### config.mk
export PLATFORM = sky130hd
export DESIGN_NAME = present_enc_scheduler_flat
export DESIGN_NICKNAME = d
export VERILOG_FILES = /design/src/rtl/present_enc_scheduler_if.sv /design/src/rtl/present_enc_scheduler.sv /design/src/flat_wrapper.sv
export SDC_FILE = /design/constraint.sdc
export NUM_CORES = 1
export LEC_CHECK = 0
export ABC_AREA = 1
export BUFFER_PORTS_ARGS = -buffer_cell sky130_fd_sc_hd__buf_2
export CAP_MARGIN = 20
export CORE_AREA = 8 8 332 334
export CTS_BUF_LIST = sky130_fd_sc_hd__clkbuf_8
export DETAILED_ROUTE_END_ITERATION = 6
export DIE_AREA = 0 0 340 342
export GPL_TIMING_DRIVEN = 1
export MAX_ROUTING_LAYER = met4
export PLACE_DENSITY = 0.31
export REMOVE_ABC_BUFFERS = 1
export SLEW_MARGIN = 30
export SYNTH_ARGS = -nofsm -noshare
export SYNTH_HDL_FRONTEND = slang
export SYNTH_SLANG_ARGS = --single-unit
### constraint.sdc
create_clock -name clk -period 3.15 [get_ports clk]
set_clock_uncertainty 0.2 [all_clocks]
set_input_delay 0.1575 -clock clk [delete_from_list [all_inputs] [get_ports clk]]
set_output_delay 0.1575 -clock clk [all_outputs]
set_load 0.02 [all_outputs]
### src/rtl/present_enc_scheduler_if.sv
// Request/response bundle between client blocks and the PRESENT-80 job scheduler.
// Valid/ready: a word moves on a rising clk edge where valid and ready are both 1; a response
// source holds its payload while valid=1 and ready=0, while requesters may withdraw before acceptance.
interface present_enc_scheduler_if #(
  parameter int NREQ = 4,
  parameter int IDW  = 2
);
  logic [NREQ-1:0]    req_valid;
  logic [NREQ-1:0]    req_ready;
  logic [64*NREQ-1:0] req_pt;
  logic [80*NREQ-1:0] req_key;
  logic               resp_valid;
  logic               resp_ready;
  logic [63:0]        resp_ct;
  logic [IDW-1:0]     resp_id;

  modport master (
    output req_valid, req_pt, req_key, resp_ready,
    input  req_ready, resp_valid, resp_ct, resp_id
  );

  modport slave (
    input  req_valid, req_pt, req_key, resp_ready,
    output req_ready, resp_valid, resp_ct, resp_id
  );
endinterface

### src/rtl/present_enc_scheduler.sv
// Round-robin scheduler sharing one iterative PRESENT-80 core among NREQ requesters;
// counts the 31 core rounds and returns the ciphertext tagged with the requester id.
module present_enc_scheduler #(
  parameter int NREQ = 4,
  parameter int IDW  = 2
) (
  input  logic                   clk,
  input  logic                   rst,
  present_enc_scheduler_if.slave bus,
  output logic                   core_load,
  output logic [63:0]            core_idat,
  output logic [79:0]            core_key,
  input  logic [63:0]            core_odat,
  input  logic                   core_done,
  output logic                   busy,
  output logic                   seq_err
);
  typedef enum logic {S_IDLE = 1'b0, S_RUN = 1'b1} state_e;

  localparam logic [4:0]     LAST_CNT = 5'd31;
  localparam logic [IDW-1:0] RR_INIT  = IDW'(NREQ - 1);

  state_e         state_q, state_d;
  logic [4:0]     cnt_q, cnt_d;
  logic [IDW-1:0] rr_last_q, rr_last_d;
  logic [IDW-1:0] id_q, id_d;
  logic [IDW-1:0] resp_id_q, resp_id_d;
  logic [63:0]    resp_ct_q, resp_ct_d;
  logic           resp_valid_q, resp_valid_d;
  logic           seq_err_q, seq_err_d;

  logic            slot_free;
  logic            grant;
  logic [NREQ-1:0] rot;
  int              off;
  logic [IDW-1:0]  win;

  // Rotate so bit 0 is the requester just after rr_last; the lowest set bit is the winner.
  always_comb begin
    rot = NREQ'({bus.req_valid, bus.req_valid} >> (int'(rr_last_q) + 1));
    off = 0;
    for (int j = NREQ - 1; j >= 0; j--) begin
      if (rot[j]) off = j;
    end
    win = IDW'((int'(rr_last_q) + 1 + off) % NREQ);
  end

  // A grant needs the response slot to be empty or draining, since capture cannot stall.
  assign slot_free = !resp_valid_q || bus.resp_ready;
  assign grant     = (state_q == S_IDLE) && slot_free && (|bus.req_valid);

  always_comb begin
    bus.req_ready = '0;
    core_load     = 1'b0;
    core_idat     = '0;
    core_key      = '0;
    if (grant) begin
      bus.req_ready = NREQ'(1) << win;
      core_load     = 1'b1;
      core_idat     = bus.req_pt[64*int'(win) +: 64];
      core_key      = bus.req_key[80*int'(win) +: 80];
    end
  end

  always_comb begin
    state_d      = state_q;
    cnt_d        = cnt_q;
    rr_last_d    = rr_last_q;
    id_d         = id_q;
    resp_id_d    = resp_id_q;
    resp_ct_d    = resp_ct_q;
    resp_valid_d = resp_valid_q && !bus.resp_ready;
    seq_err_d    = seq_err_q;
    case (state_q)
      S_IDLE: begin
        if (grant) begin
          rr_last_d = win;
          id_d      = win;
          cnt_d     = 5'd0;
          state_d   = S_RUN;
        end
      end
      S_RUN: begin
        cnt_d = cnt_q + 5'd1;
        if (cnt_q == LAST_CNT) begin
          resp_ct_d    = core_odat;
          resp_id_d    = id_q;
          resp_valid_d = 1'b1;
          state_d      = S_IDLE;
          if (!core_done) seq_err_d = 1'b1;
        end
      end
      default: state_d = S_IDLE;
    endcase
  end

  always_ff @(posedge clk) begin
    if (rst) begin
      state_q      <= S_IDLE;
      cnt_q        <= 5'd0;
      rr_last_q    <= RR_INIT;
      id_q         <= '0;
      resp_id_q    <= '0;
      resp_ct_q    <= '0;
      resp_valid_q <= 1'b0;
      seq_err_q    <= 1'b0;
    end else begin
      state_q      <= state_d;
      cnt_q        <= cnt_d;
      rr_last_q    <= rr_last_d;
      id_q         <= id_d;
      resp_id_q    <= resp_id_d;
      resp_ct_q    <= resp_ct_d;
      resp_valid_q <= resp_valid_d;
      seq_err_q    <= seq_err_d;
    end
  end

  assign bus.resp_valid = resp_valid_q;
  assign bus.resp_ct    = resp_ct_q;
  assign bus.resp_id    = resp_id_q;
  assign busy           = (state_q == S_RUN);
  assign seq_err        = seq_err_q;
endmodule

### src/flat_wrapper.sv
// flat-port wrapper written by rule: the top's interface ports become plain ports
module present_enc_scheduler_flat 
#(
  parameter int NREQ = 4,
  parameter int IDW  = 2
)
  (clk, rst, core_load, core_idat, core_key, core_odat, core_done, busy, seq_err, bus_req_valid, bus_req_pt, bus_req_key, bus_resp_ready, bus_req_ready, bus_resp_valid, bus_resp_ct, bus_resp_id);
  present_enc_scheduler_if #(.NREQ(NREQ), .IDW(IDW)) bus_i ();
  input  logic clk;
  input  logic rst;
  output logic core_load;
  output logic [63:0] core_idat;
  output logic [79:0] core_key;
  input  logic [63:0] core_odat;
  input  logic core_done;
  output logic busy;
  output logic seq_err;
  input wire logic [$bits(bus_i.req_valid)-1:0] bus_req_valid;
  input wire logic [$bits(bus_i.req_pt)-1:0] bus_req_pt;
  input wire logic [$bits(bus_i.req_key)-1:0] bus_req_key;
  input wire logic [$bits(bus_i.resp_ready)-1:0] bus_resp_ready;
  output wire logic [$bits(bus_i.req_ready)-1:0] bus_req_ready;
  output wire logic [$bits(bus_i.resp_valid)-1:0] bus_resp_valid;
  output wire logic [$bits(bus_i.resp_ct)-1:0] bus_resp_ct;
  output wire logic [$bits(bus_i.resp_id)-1:0] bus_resp_id;
  assign bus_i.req_valid = bus_req_valid;
  assign bus_i.req_pt = bus_req_pt;
  assign bus_i.req_key = bus_req_key;
  assign bus_i.resp_ready = bus_resp_ready;
  assign bus_req_ready = bus_i.req_ready;
  assign bus_resp_valid = bus_i.resp_valid;
  assign bus_resp_ct = bus_i.resp_ct;
  assign bus_resp_id = bus_i.resp_id;
  present_enc_scheduler #(.NREQ(NREQ), .IDW(IDW)) u_core (.clk(clk), .rst(rst), .bus(bus_i), .core_load(core_load), .core_idat(core_idat), .core_key(core_key), .core_odat(core_odat), .core_done(core_done), .busy(busy), .seq_err(seq_err));
endmodule
Yosys cells after proc, flatten, opt, wreduce, memory -nomap -nowiden
Index checks and enable logic that the tools add are counted.
Widths: inputs -> output; s select.
- bits in registers: 78
- input bits: 648
- output and inout port bits: 218
- logic and storage cells: 44
- add/sub/neg operators: 3
- $mul: 1
- equal/unequal tests: 2
- shift-type cells: 4
- multiplexer cells: 14
- bitwise gates (word level): 2
- reductions and logical operators: 10
- operator list (cell ; number):
    $shiftx 320x32->80 ; 1
    $shiftx 256x9->64 ; 1
    $mux 80 ; 1
    $mux 64 ; 1
    $pmux 5 s2 ; 1
    $mux 2 ; 4
    $shr 8x3->4 ; 1
    $add 5x1->5 const B ; 1
    $eq 5x5->1 const B ; 1
    $mul 3x2->5 const A ; 1
    $mux 5 ; 1
    $mux 1 ; 4
    $mux 4 ; 1
    $reduce_and 2->1 ; 2
    $reduce_or 4->1 ; 1
    $shl 1x2->4 const A ; 1
    $add 2x1->3 const B ; 1
    $logic_and 1x1->1 ; 3
    $reduce_and 3->1 ; 1
    $add 2x2->2 ; 1
    $logic_not 1->1 ; 2
    $ne 2x1->1 const B ; 1
    $not 1->1 ; 2
    $pmux 1 s2 ; 1
    $logic_or 1x1->1 ; 1

Depth between registers and ports, before layout
- depth after elaboration: 10
- depth in mapped cells: 19
- mapped depth without buffers: 17

Worst setup path after synthesis
Ideal clock, no wire load.
- path type: flip-flop to output port
- from: register u_core.rr_last_q[0]
- to: output core_idat[60]
- arrival time: 2.294 ns
- data required time: 2.792 ns
- slack: 0.499 ns
- stages on the path, launching flop included: 16
- path buffers: 3
- path through: dfxtp_1 > inv_2 > nand2_1 > nand3_1 > nand2_1 > nand3_1 > a21boi_0 > ha_1 > clkbuf_1 > inv_2 > clkbuf_1 > clkbuf_1 > nand2_1 > nand2_1 > nand4_1 > nand2_1
- cells in the longest elaborated chain, start to end: 9
- ends and longest elaborated chain (what ; RTL line ; source):
    from (decl) ; present_enc_scheduler.sv:25 ; logic [IDW-1:0] rr_last_q, rr_last_d;
    from (signal assigned) ; present_enc_scheduler.sv:110 ; rr_last_q <= rr_last_d;
    $add 2x1->3 * ; present_enc_scheduler.sv:45 ; win = IDW'((int'(rr_last_q) + 1 + off) % NREQ);
    $shr 8x3->4 ; present_enc_scheduler.sv:40 ; rot = NREQ'({bus.req_valid, bus.req_valid} >> (int'(rr_last_q) + 1));
    $mux 2 (4 in a row) ; present_enc_scheduler.sv:43 ; if (rot[j]) off = j;
    $add 2x2->2 * ; present_enc_scheduler.sv:45 ;
    via u_core.win[0] ; present_enc_scheduler.sv:36 ; logic [IDW-1:0] win;
    $shiftx 256x9->64 * ; present_enc_scheduler.sv:60 ; core_idat = bus.req_pt[64*int'(win) +: 64];
    $mux 64 * ; present_enc_scheduler.sv:57 ; if (grant) begin
    to (decl) ; flat_wrapper.sv:12 ; output logic [63:0] core_idat;
The timed path passes the listed nets; every way through them passes the cells marked *.

Final worst setup path
- from: register u_core.rr_last_q[0]
- to: output core_key[25]
- cells in the longest elaborated chain, start to end: 10
- ends and longest elaborated chain (what ; RTL line ; source):
    $add 2x1->3 * ; present_enc_scheduler.sv:45 ;
    $shr 8x3->4 ; present_enc_scheduler.sv:40 ;
    $mux 2 (4 in a row) ; present_enc_scheduler.sv:43 ;
    $add 2x2->2 * ; present_enc_scheduler.sv:45 ;
    $mul 3x2->5 * ; present_enc_scheduler.sv:61 ; core_key = bus.req_key[80*int'(win) +: 80];
    $shiftx 320x32->80 * ; present_enc_scheduler.sv:61 ;
    $mux 80 * ; present_enc_scheduler.sv:57 ;
    to (decl) ; flat_wrapper.sv:13 ; output logic [79:0] core_key;
Mark *: on every way between the ends. The rest lies on a longest branch, timed or not.

==> summary.md <==
| Metric | Value |
|---|---|
| Status | `finished, violations left` |
| Failing checks | `negative setup slack` |
| Number of CTS-inserted buffers | `9` |
| Core ar. | `0.1047 mm²` |
| Clk buf depth | `2` |
| Aggregate global routing overflow | `0` |
| Endpoint class of the critical path | `output port` |
| # placed instances | `4045` |
| Worst R2R End | `u_core.rr_last_q[1]` |
| Power Dens Cells | `1132 mW/mm²` |
| Final hold viol count | `0` |
| Placed cell areas | `0.01590 mm²` |
| Routed vias/inst | `3.797` |
| Synth area leader | `nand2_1` |
| Vias in the first global route | `17060` |
| Final Setup Violations | `107` |
| Syn Area/Cell | `4.909 µm²` |
| CTS tree | `yes` |
| Global router's overall resource usage | `0.1586` |
| Drt wl/cell | `22.81 µm` |
| Fillers | `12210` |
| FFs w/ async S/R, synth | `0` |
| Die Span Y | `342 µm` |
| Share of layout cells above drive strength 1 | `0.4640` |
| Global-route wire length before repair | `130300 µm` |
| Leakage | `10.91 nW` |
| Crit start category | `flop` |
| Final instance area | `0.02058 mm²` |
| Synth Register Bits | `78` |
| R2R cell count | `22` |
| Slew HR | `0.5288` |
| HPWL Detailed | `74510 µm` |
| RSZ-0062 raised after global routing | `yes` |
| Gate count of the mapped netlist | `1836` |
| CTS Sinks | `78` |
| Mapped cell area | `0.009014 mm²` |
| Minimum clock period | `3.332 ns` |
| Flop2flop setup slack | `0.34 ns` |
| Share of the synthesized area in the top cell type | `0.4348` |
| Most frequent cell after synthesis | `nand2_1` |
| Row count | `119` |
| Max FO, Critical Path | `7` |
| Critical path class | `reg -> out` |
| Max cap viols | `0` |
| Worst Setup EP | `core_key[25]` |
| IO Pins | `866` |
| H-tree depth | `3` |
| IO buf count | `865` |
| R2R Path Start | `u_core.rr_last_q[0]` |
| Post-synth cell types | `19` |
| Die X | `340 µm` |
| Post-synth top cells | `nand2_1, nand3_1, nor2_1` |
| Worst-Skew Late Latency | `0.38 ns` |
| Via count | `16110` |
| Data required, critical path | `2.79 ns` |
| Initial antenna violation count | `26` |
| Worst-Margin Slew | `0.6994 ns` |
| Final std cells w/o fill | `4242` |
| Hold WC Path Type | `in -> reg` |
| Part of the cycle the worst path needs | `1.058` |
| Largest net degree at the start of global routing | `50` |
| Final wirelength | `96780 µm` |
| Maximum vdd ir drop | `0.4040 mV` |
| Fmax achieved | `300.1 MHz` |
| GPL Wtd Cong | `0.9038` |
| Post-route DRC | `0` |
| Worst Path Arrival | `2.97 ns` |
| Root Buffer | `clkbuf_8` |
| Worst Hold Depth | `3` |
| ANT nets after route | `0` |
| Number of flops mapped to enable cells by yosys | `0` |
| Largest cells by area after synthesis | `nand2_1, dfxtp_1, nand4_1` |
| Nets@finish | `3479` |
| Area Overhead vs Synth | `128.3%` |
| Die area | `0.1163 mm²` |
| Final worst slack | `-0.1819 ns` |
| Reg clk slew, reported paths | `0.09 ns` |
| Register area share after synthesis | `0.1732` |
| Starting Density | `0.08611` |
| DR pass1 iterations | `5` |
| Source of the critical timing path | `u_core.rr_last_q[0]` |
| DRT iter0 DRCs | `834` |
| Yosys Warn Count | `0` |
| Post-synth top flop | `dfxtp_1` |
| Max-slew violations | `0` |
[worst min path at each step]
| stage | endpoint | startpoint | slack [ns] |
|---|---|---|---|
| global route | u_core.bus.resp_ct[8] | core_odat[8] | 0.04 |
| CTS | u_core.bus.resp_ct[20] | core_odat[20] | 0.07 |
| detailed placement | u_core.bus.resp_ct[61] | core_odat[61] | 0.21 |
| global placement | u_core.bus.resp_ct[11] | core_odat[11] | 0.21 |
| finish | u_core.bus.resp_ct[20] | core_odat[20] | 0.08 |
| floorplan | u_core.bus.resp_valid | rst | 0.03 |
[through the flow]
step | hold slack (ns) | util | setup TNS [ns] | total power [mW] | setup WS, ns
floorplan | 0.02657 | - | -1145.77 | 5.719 | -7.697
global route | 0.03503 | 0.1965 | -34.63 | 24.87 | -0.3376
finish | 0.08471 | 0.1966 | -4.533 | 23.29 | -0.1819
global placement | 0.2134 | 0.1519 | -1.391 | 15.98 | -0.2305
CTS | 0.06798 | 0.1873 | -16.51 | 22.37 | -0.2040
detailed placement | 0.2147 | 0.1519 | -0.8994 | 15.86 | -0.2268
[timing repair]
item,CTS,global route
endpoints found under the hold margin,69,0
cloned,32,12
buffers inserted,63,5
resized for setup,363,247
pin swaps,94,120
endpoints found under the setup margin,148,148
hold buffers,67,0
[flip-flops by register name, summed over array words and instances, names as in the netlist]
name	count
u_core.id_q	2
u_core.cnt_q	5
u_core.seq_err	1
u_core.bus.resp_valid	1
u_core.rr_last_q	2
u_core.bus.resp_ct	64
u_core.bus.resp_id	2
u_core.busy	1
[kinds of logic after synthesis]
| kind of cell | after synthesis | synth area share |
|---|---|---|
| and+or+nand+nor | 1491 | 0.6827 |
| adders and majority gates | 3 | 0.004165 |
| AOI/OAI and AO/OA | 83 | 0.04664 |
| buffers and inverters | 181 | 0.09328 |
| DFF | 78 | 0.1732 |
[cells in the final DEF (no fill, tap or decap), drive strengths merged]
cell type / netlist / routed
nor2: 146 / 146
dlygate4sd3: 0 / 67
dfxtp: 78 / 78
diode: 0 / 19
a21oi: 11 / 11
o21ai: 70 / 70
inv: 13 / 15
o211ai: 1 / 1
bufbuf: 0 / 8
buf: 60 / 1060
nand3: 157 / 157
ha: 3 / 3
nand4: 144 / 144
nand2: 1044 / 1044
bufinv: 0 / 1
clkbuf: 106 / 21
clkinv: 2 / 5
a21boi: 1 / 1
[area by class of cell]
class / count / area (µm²) / area share
Timing Repair Buffer: 1147 / 9303 / 0.4521
Multi-Input combinational cell: 1577 / 7649 / 0.3717
Tap cell: 1391 / 1740 / 0.08458
Sequential cell: 78 / 1567 / 0.07613
Clock buffer: 9 / 123.9 / 0.006020
Inverter: 15 / 90.09 / 0.004378
Clock inverter: 6 / 56.30 / 0.002736
Antenna cell: 19 / 47.55 / 0.002311
[power breakdown]
group / leakage, nW / switching, mW / internal (mW)
registers: 0.629 / 0.0213 / 1.01
clock network: 0.102 / 0.415 / 0.355
logic: 10.2 / 12.1 / 9.44
[layer usage]
| metal | track usage | vias up | part of all wire |
|---|---|---|---|
| li1 | - | 7935 | - |
| met1 | 0.1846 | 7370 | 0.41 |
| met2 | 0.2800 | 695 | 0.50 |
| met3 | 0.03577 | 107 | 0.068 |
| met4 | 0.03027 | 0 | 0.023 |
| met5 | - | - | 0 |
[critical path, cell delays in order, from the launching register on]
cell and delay [ns]:
dfxtp_4 0.37, inv_4 0.08, buf_6 0.11, nand2_4 0.05, nand3_2 0.06, nand2_2 0.07
a21boi_2 0.18, ha_4 0.17, nor2_4 0.04, nor2_1 0.09, nand2_1 0.07, nand2_2 0.10
inv_2 0.05, nand2_4 0.13, buf_12 0.17, buf_16 0.14, nand4_1 0.28, nand2_2 0.26
buf_12 0.14
Power figures use the tool's default switching activity.
